==> src/rtl/regfile_pkg.sv <==
// Shared constants for the scoreboarded register file.
// Defaults for the data/address widths and the reset level of the ready flags.
package regfile_pkg;
  localparam int   N_DEF   = 32;
  localparam int   M_DEF   = 2;
  localparam logic RDY_RST = 1'b1;
endpackage

==> src/rtl/regfile_sb_if.sv <==
// Issue/writeback/read bundle between decode-issue, writeback and the register file.
interface regfile_sb_if
  import regfile_pkg::*;
#(
  parameter int N = N_DEF,
  parameter int M = M_DEF
);
  logic [M-1:0]      r1;
  logic [M-1:0]      r2;
  logic [N-1:0]      v1;
  logic [N-1:0]      v2;
  logic              rdy1;
  logic              rdy2;
  logic              iss_en;
  logic [M-1:0]      iss_rd;
  logic              iss_ok;
  logic              wb_en;
  logic [M-1:0]      wb_rd;
  logic [N-1:0]      wb_data;
  logic [2**M-1:0]   busy;
  logic              err;

  modport master (
    output r1, r2, iss_en, iss_rd, wb_en, wb_rd, wb_data,
    input  v1, v2, rdy1, rdy2, iss_ok, busy, err
  );

  modport slave (
    input  r1, r2, iss_en, iss_rd, wb_en, wb_rd, wb_data,
    output v1, v2, rdy1, rdy2, iss_ok, busy, err
  );
endinterface

==> src/rtl/regfile_busy_tracker.sv <==
// Busy-bit scoreboard: accepts issues, clears on writeback, and exposes the
// post-update vector so read-port ready flags can see this cycle's changes.
module regfile_busy_tracker
  import regfile_pkg::*;
#(
  parameter int M        = M_DEF,
  parameter bit ZERO_REG = 1'b0
) (
  input  logic            clk,
  input  logic            rst,
  input  logic            i_iss_en,
  input  logic [M-1:0]    i_iss_rd,
  input  logic            i_wb_en,
  input  logic [M-1:0]    i_wb_rd,
  output logic            o_iss_ok,
  output logic [2**M-1:0] o_busy,
  output logic [2**M-1:0] o_busy_nxt
);
  logic [2**M-1:0] r_busy;
  logic [2**M-1:0] w_busy_nxt;

  // Clear before set so an issue landing with its own writeback stays reserved.
  always_comb begin
    o_iss_ok   = i_iss_en && (!r_busy[i_iss_rd] || (i_wb_en && (i_wb_rd == i_iss_rd)));
    w_busy_nxt = r_busy;
    if (i_wb_en)  w_busy_nxt[i_wb_rd]  = 1'b0;
    if (o_iss_ok) w_busy_nxt[i_iss_rd] = 1'b1;
    if (ZERO_REG) w_busy_nxt[0]        = 1'b0;
  end

  always_ff @(posedge clk) begin
    if (rst) r_busy <= '0;
    else     r_busy <= w_busy_nxt;
  end

  assign o_busy     = r_busy;
  assign o_busy_nxt = w_busy_nxt;
endmodule

==> src/rtl/regfile_sb.sv <==
// Register file with two registered write-first read ports, one writeback port
// and a busy-bit scoreboard that reserves destinations between issue and writeback.
module regfile_sb
  import regfile_pkg::*;
#(
  parameter int N        = N_DEF,
  parameter int M        = M_DEF,
  parameter bit ZERO_REG = 1'b0
) (
  input logic         clk,
  input logic         rst,
  regfile_sb_if.slave bus
);
  localparam int NREG = 2**M;

  logic [N-1:0]    r_regs [NREG];
  logic [N-1:0]    r_v1;
  logic [N-1:0]    r_v2;
  logic            r_rdy1;
  logic            r_rdy2;
  logic            r_err;
  logic [NREG-1:0] w_busy;
  logic [NREG-1:0] w_busy_nxt;
  logic            w_wb_we;
  logic            w_z1;
  logic            w_z2;

  regfile_busy_tracker #(
    .M        (M),
    .ZERO_REG (ZERO_REG)
  ) u_busy (
    .clk        (clk),
    .rst        (rst),
    .i_iss_en   (bus.iss_en),
    .i_iss_rd   (bus.iss_rd),
    .i_wb_en    (bus.wb_en),
    .i_wb_rd    (bus.wb_rd),
    .o_iss_ok   (bus.iss_ok),
    .o_busy     (w_busy),
    .o_busy_nxt (w_busy_nxt)
  );

  // A hardwired zero register swallows writebacks entirely, including err.
  assign w_wb_we = bus.wb_en && !(ZERO_REG && (bus.wb_rd == '0));
  assign w_z1    = ZERO_REG && (bus.r1 == '0);
  assign w_z2    = ZERO_REG && (bus.r2 == '0);

  always_ff @(posedge clk) begin
    if (rst) begin
      for (int i = 0; i < NREG; i++) r_regs[i] <= '0;
      r_v1   <= '0;
      r_v2   <= '0;
      r_rdy1 <= RDY_RST;
      r_rdy2 <= RDY_RST;
      r_err  <= 1'b0;
    end else begin
      if (w_wb_we) r_regs[bus.wb_rd] <= bus.wb_data;
      r_v1   <= w_z1 ? '0 : ((w_wb_we && (bus.wb_rd == bus.r1)) ? bus.wb_data : r_regs[bus.r1]);
      r_v2   <= w_z2 ? '0 : ((w_wb_we && (bus.wb_rd == bus.r2)) ? bus.wb_data : r_regs[bus.r2]);
      r_rdy1 <= !w_busy_nxt[bus.r1];
      r_rdy2 <= !w_busy_nxt[bus.r2];
      if (w_wb_we && !w_busy[bus.wb_rd]) r_err <= 1'b1;
    end
  end

  assign bus.v1   = r_v1;
  assign bus.v2   = r_v2;
  assign bus.rdy1 = r_rdy1;
  assign bus.rdy2 = r_rdy2;
  assign bus.busy = w_busy;
  assign bus.err  = r_err;
endmodule

==> src/flat_wrapper.sv <==
// flat-port wrapper written by rule: the top's interface ports become plain ports
module regfile_sb_flat import regfile_pkg::*;
#(
  parameter int N        = N_DEF,
  parameter int M        = M_DEF,
  parameter bit ZERO_REG = 1'b0
)
  (clk, rst, bus_r1, bus_r2, bus_iss_en, bus_iss_rd, bus_wb_en, bus_wb_rd, bus_wb_data, bus_v1, bus_v2, bus_rdy1, bus_rdy2, bus_iss_ok, bus_busy, bus_err);
  regfile_sb_if #(.N(N), .M(M)) bus_i ();
  input logic clk;
  input logic rst;
  input wire logic [$bits(bus_i.r1)-1:0] bus_r1;
  input wire logic [$bits(bus_i.r2)-1:0] bus_r2;
  input wire logic [$bits(bus_i.iss_en)-1:0] bus_iss_en;
  input wire logic [$bits(bus_i.iss_rd)-1:0] bus_iss_rd;
  input wire logic [$bits(bus_i.wb_en)-1:0] bus_wb_en;
  input wire logic [$bits(bus_i.wb_rd)-1:0] bus_wb_rd;
  input wire logic [$bits(bus_i.wb_data)-1:0] bus_wb_data;
  output wire logic [$bits(bus_i.v1)-1:0] bus_v1;
  output wire logic [$bits(bus_i.v2)-1:0] bus_v2;
  output wire logic [$bits(bus_i.rdy1)-1:0] bus_rdy1;
  output wire logic [$bits(bus_i.rdy2)-1:0] bus_rdy2;
  output wire logic [$bits(bus_i.iss_ok)-1:0] bus_iss_ok;
  output wire logic [$bits(bus_i.busy)-1:0] bus_busy;
  output wire logic [$bits(bus_i.err)-1:0] bus_err;
  assign bus_i.r1 = bus_r1;
  assign bus_i.r2 = bus_r2;
  assign bus_i.iss_en = bus_iss_en;
  assign bus_i.iss_rd = bus_iss_rd;
  assign bus_i.wb_en = bus_wb_en;
  assign bus_i.wb_rd = bus_wb_rd;
  assign bus_i.wb_data = bus_wb_data;
  assign bus_v1 = bus_i.v1;
  assign bus_v2 = bus_i.v2;
  assign bus_rdy1 = bus_i.rdy1;
  assign bus_rdy2 = bus_i.rdy2;
  assign bus_iss_ok = bus_i.iss_ok;
  assign bus_busy = bus_i.busy;
  assign bus_err = bus_i.err;
  regfile_sb #(.N(N), .M(M), .ZERO_REG(ZERO_REG)) u_core (.clk(clk), .rst(rst), .bus(bus_i));
endmodule
==> config.mk <==
export PLATFORM = sky130hd
export DESIGN_NAME = regfile_sb_flat
export DESIGN_NICKNAME = d
export VERILOG_FILES = /design/src/rtl/regfile_pkg.sv /design/src/rtl/regfile_sb_if.sv /design/src/rtl/regfile_busy_tracker.sv /design/src/rtl/regfile_sb.sv /design/src/flat_wrapper.sv
export SDC_FILE = /design/constraint.sdc
export NUM_CORES = 1
export LEC_CHECK = 0
export ABC_AREA = 1
export CORE_MARGIN = 4
export CORE_UTILIZATION = 23
export CTS_BUF_LIST = sky130_fd_sc_hd__clkbuf_8 sky130_fd_sc_hd__clkbuf_16
export CTS_CLUSTER_SIZE = 12
export DETAILED_ROUTE_END_ITERATION = 7
export HOLD_SLACK_MARGIN = 0.12
export RECOVER_POWER = 50
export SYNTH_ARGS = -nofsm -noshare
export SYNTH_HDL_FRONTEND = slang
export SYNTH_HIERARCHICAL = 1
export SYNTH_SLANG_ARGS = --single-unit
==> constraint.sdc <==
create_clock -name clk -period 6.35 [get_ports clk]
set_input_delay 1.5875 -clock clk [delete_from_list [all_inputs] [get_ports clk]]
set_output_delay 1.5875 -clock clk [all_outputs]
set_load 0.005 [all_outputs]
# --- Yosys cells after proc, flatten, opt, wreduce, memory -nomap -nowiden ---
# Memories as Yosys holds them, arrays and structs flattened. A register that Yosys moved wholly into a read port is not among the register bits.
# Index checks and enable logic that the tools add are counted.
op_classes:
  magnitude_cmp: 6
  eq_ne: 1
  n_reduce_logical: 11
  bitwise: 3
  muxes: 22
op_table:
  columns: ["op", "count"]
  rows:
  - ["$mux 32", 1]
  - ["$reduce_or 32->1", 1]
  - ["$lt 2x3->1 const B", 4]
  - ["$mux 1", 12]
  - ["$bmux 1 s2", 4]
  - ["$mux 4", 2]
  - ["$logic_and 1x1->1", 5]
  - ["$and 4x4->4", 1]
  - ["$demux 1 s2", 2]
  - ["$ge 2x1->1 const B", 2]
  - ["$logic_not 1->1", 4]
  - ["$not 4->4", 1]
  - ["$or 4x4->4", 1]
  - ["$eq 2x2->1", 1]
  - ["$mux 2", 1]
  - ["$logic_or 1x1->1", 1]
totals:
  inputBits: 44
  out_inout_bits: 72
  memories: 1
  wordCells: 48
  mem_bits_rw: 128
  regBits: 7
mem_list:
  columns: ["memory", "depth", "word_bits", "read_ports", "rd_ports_with_merged_regs", "wr", "line_no", "source"]
  rows:
  - ["u_core.r_regs", 4, 32, 2, 2, 4, "regfile_sb.sv:16", "logic [N-1:0] r_regs [NREG];"]

# --- Depth between registers and ports, before layout ---
logic_depth:
  ltp_word: 12
  depth_mapped: 13
  ltp_nobuf: 13

# --- Hierarchy ---
# Netlist, hierarchy kept.
by_module_without_submodules:
  columns: ["module", "seq_area_each_um2", "area_each_um2", "cells_per_inst", "n_inst"]
  rows:
  - ["regfile_sb", 5185.0, 9260.1, 1174, 1]
  - ["regfile_busy_tracker", 80.1, 302.8, 49, 1]

# --- Worst setup path before layout ---
# OpenSTA, ideal clock, no wires.
synth_timing:
  kind: "in2reg"
  startpoint: "input port bus_wb_rd[1]"
  endpoint: "memory u_core/r_regs[3][0] in the netlist's numbering, enable pin"
  slack_ns: 1.825
  n_path_buf: 0
  t_required_ns: 5.889
  path_stages: 4
  arrival_ns: 4.064
  setup_time_ns: 0.461
  path_cell_list: "inv_1 > nand3_1 > inv_1 > nor3_1"
synth_lines:
  columns: ["item", "line_no", "source"]
  rows:
  - ["start, declared", "flat_wrapper.sv:17", "input wire logic [$bits(bus_i.wb_rd)-1:0] bus_wb_rd;"]
  - ["end, declared", "regfile_sb.sv:16", null]

==> impl_metrics.env <==
export IMPL_vias=8419
export IMPL_synthTopCellsByArea="edfxtp_1 (40%), dfxtp_1 (15%), nor2_1 (13%)"
export IMPL_synth_most_common_cell="nor2_1"
export IMPL_syn2layout_area_growth_pct=22.7
export IMPL_ctsHoldBuffers=0
export IMPL_die_w_um=212
export IMPL_max_vdd_ir_drop_mv=0.175
export IMPL_worstPathRequired_ns=6.41
export IMPL_cts_buffer_depth=2
export IMPL_holdWs_ns=0.505
export IMPL_min_path_cells=2
export IMPL_synth_seq_cells=199
export IMPL_avgViaCountPerCell=4.58
export IMPL_cts_resized=0
export IMPL_drv_slew=138
export IMPL_finalHoldViolations=0
export IMPL_cts_sinks=199
export IMPL_muxShareOfSynthArea=0
export IMPL_ys_seq_area_frac=0.551
export IMPL_nFillCells=4388
export IMPL_post_cts_buffers=0
export IMPL_synth_top_family_by_area="simple AND/OR/NAND/NOR gates"
export IMPL_num_io_pins=116
export IMPL_design_die_area_um2=44900
export IMPL_violations="max-capacitance violations, max-slew violations"
export IMPL_period_needed_ns=5.32
export IMPL_antenna_found_initial=4
export IMPL_synth_top_area_share=0.402
export IMPL_outcome="finished with violations"
export IMPL_cts_tree="done"
export IMPL_synth_edf_count=128
export IMPL_grt_overflow=0
export IMPL_synth_area_um2=9560
export IMPL_cp_end_kind="register"
export IMPL_path_cells="dlygate4sd3_1, inv_1, nand3_1, inv_1, nand2_1, nand2_2"
export IMPL_port_buffers=115
export IMPL_power_density_nw_per_um2=267
export IMPL_cp_data_arrival_time_ns=5.39
export IMPL_hpwl_um=18900
export IMPL_crit_type="in -> reg"
export IMPL_routed_wirelength_um=31100
export IMPL_root_buffer="clkbuf_16"
export IMPL_htree_num_levels=4
export IMPL_yosysWarnings=6
export IMPL_hp_class="reg -> reg"
export IMPL_slowest_stage="nand2_2"
export IMPL_rr_endpoint="u_core/bus.rdy1"
export IMPL_finalCritPeriodShare=0.838
export IMPL_worst_path_largest_cell_delay_ns=1.09
export IMPL_maxSlewHeadroom=-0.494
export IMPL_setup_tns_ns=0
export IMPL_p_leak_nw=4.99
export IMPL_drive_above_1_share=0.0460
export IMPL_ys_flop_type="edfxtp_1"
export IMPL_worst_pin_slew_ns=2.24
export IMPL_coreArea_um2=40900
export IMPL_finalNetCount=1336
export IMPL_yosys_top_cells_count="nor2_1 (340), nand2_1 (216), o21ai_0 (130)"
export IMPL_synth_cell_types=21
export IMPL_cpMostUsedCell="inv_1"
export IMPL_cts_buffers=17
export IMPL_grt_max_degree=89
export IMPL_remaining_drc_errors=0
export IMPL_start_util=0.234
export IMPL_gp_congestion=0.828
export IMPL_grt_pass1_wl_um=47700
export IMPL_dr_first_iter_drc_count=863
export IMPL_r2r_cells=10
export IMPL_postRouteAntennaNets=0
export IMPL_dr_pass1_iters=6
export IMPL_grt_pass1_vias=8302
export IMPL_rows=74
export IMPL_fin_skew_ns=0.0168
export IMPL_min_from="u_core/bus.err"
export IMPL_finalSetupViolations=0
export IMPL_crit_reg2reg_launch="u_core/u_busy/o_busy[1]"
export IMPL_clk_latency_ns=0.45
export IMPL_synth_compound_area_frac=0.103
export IMPL_critPathMaxFanout=33
export IMPL_syn_nets=1267
export IMPL_globalRouteTotalUtil=0.137
export IMPL_async_reset_ff_frac=0
export IMPL_drv_cap=4
export IMPL_fmax_mhz=188
export IMPL_synth_xor_area_share=0.00183
export IMPL_clk_pin_slew_worst_paths_ns=0.08
export IMPL_synth_fa_ha_area_frac=0
export IMPL_start_kind="primary input"
export IMPL_die_h_um=212
export IMPL_synthSimpleGateAreaFrac=0.267
export IMPL_syn_inst=1223
export IMPL_yosysTopAreaCell="edfxtp_1"
export IMPL_synth_area_per_cell_um2=7.82
export IMPL_rsz0062_at_grt="false"
export IMPL_avgRoutedWirePerCell_um=16.9
export IMPL_regToRegSetupSlack_ns=4.70
export IMPL_whs_endpoint="u_core/bus.err"
[report_power, final]
group / leakage (nW) / internal, W / switching, W
Sequential: 1.84 / 0.00149 / 0.0000502
Clock: 0.297 / 0.000561 / 0.000544
Combinational: 2.86 / 0.000177 / 0.000300
Total: 4.99 / 0.00223 / 0.000894
[per-layer routing]
metal | vias up | routed length, um | global-route usage
met4 | 2 | 545 | 0.0513
met5 | - | 13 | 0
met2 | 361 | 14700 | 0.222
met3 | 34 | 2300 | 0.0295
li1 | 4068 | - | -
met1 | 3954 | 13500 | 0.181
[cell type report]
cell class,instances,area [um^2],area share
Antenna cell,3,7.51,0.000640
Clock buffer,17,425,0.0363
Clock inverter,15,163,0.0139
Inverter,113,424,0.0362
Multi-Input combinational cell,835,3580,0.305
Sequential cell,199,5270,0.449
Tap cell,532,666,0.0567
Timing Repair Buffer,126,1200,0.103
[worst max path at each step]
stage / slack, ns / end / from
floorplan: 1.82 / u_core/r_regs[3][0] / bus_wb_rd[1]
global placement: 1.50 / bus_iss_ok / bus_wb_en
detailed placement: 1.43 / bus_iss_ok / bus_wb_en
CTS: 1.42 / bus_iss_ok / bus_wb_en
global route: 0.75 / u_core/r_regs[0][14] / rst
finish: 1.03 / u_core/r_regs[0][14] / rst
[cell usage in the layout (no fill, tap or decap), types with 7 or more instances in the layout]
cell             instances
clkbuf_16               17
nor2_1                 338
nand2_1                213
inv_1                  110
nand2_2                  7
dlygate4sd3_1           73
buf_4                    9
nand3_1                 75
o22ai_1                 13
a21oi_1                 48
o21ai_0                130
clkdlybuf4s50_1         38
edfxtp_1               128
dfxtp_1                 71
[sequential cells by signal, indices dropped and copies added (netlist names)]
signal	flops
u_core/bus.err	1
u_core/bus.rdy1	1
u_core/bus.rdy2	1
u_core/bus.v1	32
u_core/bus.v2	32
u_core/r_regs	128
u_core/u_busy/o_busy	4
[metrics by stage]
step           area, um^2  total power (W)  instances   util  setup WS, ns
2_1_floorplan        9560          0.00182       1223      -          1.82
3_3_place_gp        11200          0.00206       1805  0.273          1.50
3_5_place_dp        11200          0.00207       1805  0.273          1.43
4_1_cts             11800          0.00318       1837  0.288          1.42
5_1_grt             11700          0.00328       1840  0.287         0.749
6_report            11700          0.00313       1840  0.287          1.03
[critical path, delay by kind of cell]
kind	cells	cell delay, ns
and+or+nand+nor	3	2.15
buffers and inverters	3	1.60
[logic make-up (layout without fill, tap and decap cells)]
group,Yosys count,count (layout)
xor gates and xnor gates,2,2
buffers and inverters,189,271
and+or+nand+nor,640,640
other,0,3
DFF,199,199
AOI/OAI and AO/OA,193,193
Power figures use the tool's default switching activity.
